[config.mk]
export PLATFORM = sky130hd
export DESIGN_NAME = alu_arbiter
export DESIGN_NICKNAME = d
export VERILOG_FILES = /design/src/rtl/alu_arbiter.sv
export SDC_FILE = /design/constraint.sdc
export NUM_CORES = 1
export LEC_CHECK = 0
export CORE_ASPECT_RATIO = 0.5
export CORE_MARGIN = 2
export CORE_UTILIZATION = 35
export CTS_CLUSTER_SIZE = 16
export DETAILED_ROUTE_END_ITERATION = 8
export PLACE_DENSITY = 0.75
export SLEW_MARGIN = 20
export SYNTH_ARGS = -nofsm -noshare
export SYNTH_HDL_FRONTEND = slang
export SYNTH_SLANG_ARGS = --single-unit
[constraint.sdc]
create_clock -name clk -period 2.5 [get_ports clk]
set_clock_uncertainty 0.1 [all_clocks]
set_input_delay 0.5 -clock clk [delete_from_list [all_inputs] [get_ports clk]]
set_output_delay 0.5 -clock clk [all_outputs]
set_load 0.02 [all_outputs]
[src/rtl/alu_arbiter.sv]
// Two-requester front end for a shared combinational ALU: arbitrates, registers the
// chosen operation, samples the ALU one cycle later and holds the result until taken.
module alu_arbiter #(
  parameter bit RR_EN = 1'b1
) (
  input  logic        clk,
  input  logic        rst_n,

  input  logic        req0_valid,
  output logic        req0_ready,
  input  logic [3:0]  req0_ctl,
  input  logic [31:0] req0_a,
  input  logic [31:0] req0_b,
  input  logic [31:0] req0_c,

  input  logic        req1_valid,
  output logic        req1_ready,
  input  logic [3:0]  req1_ctl,
  input  logic [31:0] req1_a,
  input  logic [31:0] req1_b,
  input  logic [31:0] req1_c,

  output logic        rsp0_valid,
  input  logic        rsp0_ready,
  output logic [31:0] rsp0_data,
  output logic        rsp0_zero,

  output logic        rsp1_valid,
  input  logic        rsp1_ready,
  output logic [31:0] rsp1_data,
  output logic        rsp1_zero,

  output logic [3:0]  alu_ctl,
  output logic [31:0] alu_a,
  output logic [31:0] alu_b,
  output logic [31:0] alu_c,
  input  logic [31:0] alu_out,
  input  logic        alu_zero,

  output logic        busy,
  output logic [15:0] ops_done
);

  typedef enum logic [1:0] {
    IDLE = 2'd0,
    EXEC = 2'd1,
    RESP = 2'd2
  } state_t;

  state_t      r_state;
  logic        r_grant;   // requester owning the in-flight operation
  logic        r_last;    // requester served by the last completed handshake
  logic [3:0]  r_ctl;
  logic [31:0] r_a;
  logic [31:0] r_b;
  logic [31:0] r_c;
  logic [31:0] r_res;
  logic        r_zero;
  logic [15:0] r_ops_done;

  logic        w_grant;
  logic        w_idle;
  logic        w_accept;
  logic        w_rsp_hs;

  // NOTE: every variable assigned in always_comb gets a default first, so no path
  // through the block can leave it unassigned and infer a latch.
  always_comb begin
    w_grant = 1'b0;
    if (req0_valid && req1_valid) begin
      w_grant = RR_EN ? ~r_last : 1'b0;
    end else if (req1_valid) begin
      w_grant = 1'b1;
    end
  end

  // Ready is gated by rst_n so nothing looks accepted while reset is held.
  assign w_idle     = rst_n && (r_state == IDLE);
  assign w_accept   = w_idle && (req0_valid || req1_valid);
  assign req0_ready = w_idle && req0_valid && !w_grant;
  assign req1_ready = w_idle && req1_valid &&  w_grant;

  assign w_rsp_hs   = (r_state == RESP) && (r_grant ? rsp1_ready : rsp0_ready);

  // NOTE: state is updated with non-blocking assignments only, so every register
  // here samples the pre-edge values regardless of statement order.
  // NOTE: all registers, including operand and result words, are reset because they
  // drive visible outputs that must read zero after reset.
  always_ff @(posedge clk) begin
    if (!rst_n) begin
      r_state    <= IDLE;
      r_grant    <= 1'b0;
      r_last     <= 1'b1;
      r_ctl      <= '0;
      r_a        <= '0;
      r_b        <= '0;
      r_c        <= '0;
      r_res      <= '0;
      r_zero     <= 1'b0;
      r_ops_done <= '0;
    end else begin
      case (r_state)
        IDLE: begin
          if (w_accept) begin
            r_grant <= w_grant;
            r_ctl   <= w_grant ? req1_ctl : req0_ctl;
            r_a     <= w_grant ? req1_a   : req0_a;
            r_b     <= w_grant ? req1_b   : req0_b;
            r_c     <= w_grant ? req1_c   : req0_c;
            r_state <= EXEC;
          end
        end
        EXEC: begin
          r_res   <= alu_out;
          r_zero  <= alu_zero;
          r_state <= RESP;
        end
        RESP: begin
          if (w_rsp_hs) begin
            r_last     <= r_grant;
            r_ops_done <= r_ops_done + 16'd1;
            r_state    <= IDLE;
          end
        end
        default: r_state <= IDLE;
      endcase
    end
  end

  assign alu_ctl    = r_ctl;
  assign alu_a      = r_a;
  assign alu_b      = r_b;
  assign alu_c      = r_c;

  assign rsp0_valid = (r_state == RESP) && !r_grant;
  assign rsp1_valid = (r_state == RESP) &&  r_grant;
  assign rsp0_data  = r_res;
  assign rsp1_data  = r_res;
  assign rsp0_zero  = r_zero;
  assign rsp1_zero  = r_zero;

  assign busy       = (r_state != IDLE);
  assign ops_done   = r_ops_done;

endmodule

==> results.cfg <==
[outcome]
status = finished clean

[pwr]
p_per_area_nw_per_um2 = 624
p_leak_nw = 5.49
vdd_drop_max_mv = 0.453

[drt]
via_count = 6649
remaining_drc_errors = 0
avgRoutedWirePerCell_microns = 16.7
antenna_left = 0
finalWirelength_microns = 23100
first_pass_iters = 4
vias_per_cell = 4.81
drtIter0Drc = 379

[worst_hold_path]
hold_path_class = flip-flop to flip-flop

[worst_setup_path]
start_kind = input port
crit_slowest_cell = clkdlybuf4s50_1
critPathTopFamily = buffers and inverters
cp.arrival_ns = 1.77
worstPathCellList = clkdlybuf4s50_1 -> a21boi_4 -> and2_1 -> dlygate4sd2_1
path_class = input port to output pin
end_kind = output pin
slowest_delay_ns = 0.54
crit_buf_inv = 2
worstPathMaxFanout = 4
required_ns = 1.90

[place]
hpwl_microns = 17600
portBuffers = 425
place.gp.congestion = 0.855
pre_cts_slack_ns = -0.132
placed_area_sq_um = 11300

[yosys]
synth_edf_count = 0
syn_nets = 973
netlist_instances = 733
ys_ff_latch = 153
async_flop_share = 0
synth.cell_area_sq_um = 7010
ys_seq_area_frac = 0.437
syn_area_per_cell_sq_um = 9.56
yosysUniqueCellTypes = 33
yosys_warnings = 0
synth_ff_type = dfxtp_1

[die]
core_area_sq_um = 19500
pin_count = 426
initial_core_util = 0.358
num_rows = 36
die_x_microns = 204
dieHeight_microns = 104
die-area_sq_um = 21200

[final_layout]
nets = 1345
drive_gt1_frac = 0.0510
fin_area_sq_um = 12000
syn_to_final_growth_pct = 71.3
fin_util = 0.614
n_antenna_cell = 0

[timing]
setup_viol = 0
timing.final.ws_setup_ns = 0.129
fin_crit_ns = 2.37
max_freq_mhz = 422
final_max_slew_viol_count = 0
hold_viol_final = 0
rsz0062_at_grt = false
period_share = 0.949
worst_hold_slack_ns = 0.375
max-slew-margin-rel = 0.431
worst_pin_slew_ns = 0.853

[clock_network]
post-cts-setup-buffers = 0
cts_inserted_buffers = 17
clk_pin_slew_ns = 0.06
cts_tree = yes
cts_root_buffer = clkbuf_16
clock_latency_ns = 0.41
clock-sinks = 153
cts-resized-gates = 2
htree_levels = 4
hold_buffers = 0
clockBufferDepth = 2

[grt]
grt_pass1_wl_microns = 35500
first_global_vias = 6575
grt_max_degree = 85
grtUsageTotal = 0.211
antenna_found_initial = 0
grt_overflow_total = 0

[run]
maxCapViolCount = 0
==> metal layers <==
metal	share of wire	vias to the layer above	track usage
met5	0	-	0
met3	0.053	42	0.0426
li1	-	3267	-
met1	0.41	3143	0.243
met2	0.51	197	0.386
met4	0.028	0	0.0725
==> worst paths after layout <==
path                                           startpoint                        end  slack, ns  cells after the start
worst min-delay path            ops_done[15]$_SDFFE_PN0P_  ops_done[15]$_SDFFE_PN0P_       0.38                      2
worst max-delay path                           req1_valid                 req1_ready       0.13                      4
worst min register to register  ops_done[15]$_SDFFE_PN0P_  ops_done[15]$_SDFFE_PN0P_       0.38                      2
worst max register to register   ops_done[3]$_SDFFE_PN0P_  ops_done[11]$_SDFFE_PN0P_       0.65                      4
==> sequential cells by signal, summed over array words and instances, names as in the netlist <==
signal	flops
alu_c	32
alu_a	32
rsp0_zero	1
alu_ctl	4
rsp0_data	32
r_grant	1
alu_b	32
r_last	1
r_state	2
ops_done	16
==> layout by cell type (no fill, tap or decap), types with 2 or more instances in the layout <==
cell               n
dlymetal6s2s_1     2
or3_1              2
clkinv_2           2
nor3_1             3
bufinv_16          6
nand3_1            8
clkbuf_16         17
dfxtp_1          153
a21boi_0          34
dlygate4sd2_1      2
nand2b_1           6
o21ai_0            5
xnor2_1            3
buf_12             7
xor2_1             6
o211a_1          100
nor2_1             7
clkdlybuf4s50_1  420
buf_4             14
clkinvlp_4         2
mux2i_1          105
nand2_1          177
and2_1            10
nor4_1             2
inv_1              2
nor3b_1            2
clkbuf_1           2
a21boi_1           2
==> power breakdown <==
part,leakage [nW],internal (mW),switching (mW),total (mW)
logic,3.92,1.01,0.821,1.83
clock network,0.313,1.87,1.02,2.89
registers,1.26,2.64,0.122,2.76
==> cells by family after synthesis <==
logic type | count (synthesis) | share of synthesized area
simple gates | 226 | 0.137
flops | 153 | 0.437
compound gates | 144 | 0.188
mux | 106 | 0.152
buf+inv | 94 | 0.0732
xor+xnor | 9 | 0.0113
fa+ha+maj | 1 | 0.00179
==> worst register-to-register path: cells and delay by family (launching register included) <==
family / cells / cell delay [ns]
and+or+nand+nor: 3 / 1.13
DFF: 1 / 0.42
AOI/OAI and AO/OA: 1 / 0.14
==> cells in the mapped netlist (all sizes together), types with 3 or more instances <==
cell,instances,share of area
and2,10,0.0089
a21boi,37,0.040
nor2,7,0.0038
xor2,6,0.0075
nand2,177,0.095
clkbuf,30,0.016
o211a,100,0.14
nand2b,6,0.0054
nor3,3,0.0021
o21ai,5,0.0036
nand3,8,0.0057
buf,62,0.056
mux2i,105,0.15
xnor2,3,0.0038
dfxtp,153,0.44
==> through the flow <==
stage                     power [mW]  setup TNS, ns  cells
after floorplan                 3.67              0    733
after global placement          4.62         -0.122   1352
after detailed placement        4.66         -0.161   1352
after CTS                       7.57              0   1383
after global routing            7.81              0   1383
final                           7.49              0   1383
==> layout make-up <==
class / count / area [sq um]
tap: 266 / 333
sequential: 153 / 3060
clock inverter: 12 / 223
timing repair buffer: 445 / 4490
inverter: 2 / 7.51
fill: 1690 / 7550
multi-input combinational: 486 / 3450
clock buffer: 19 / 433
Power figures use the tool's default switching activity.
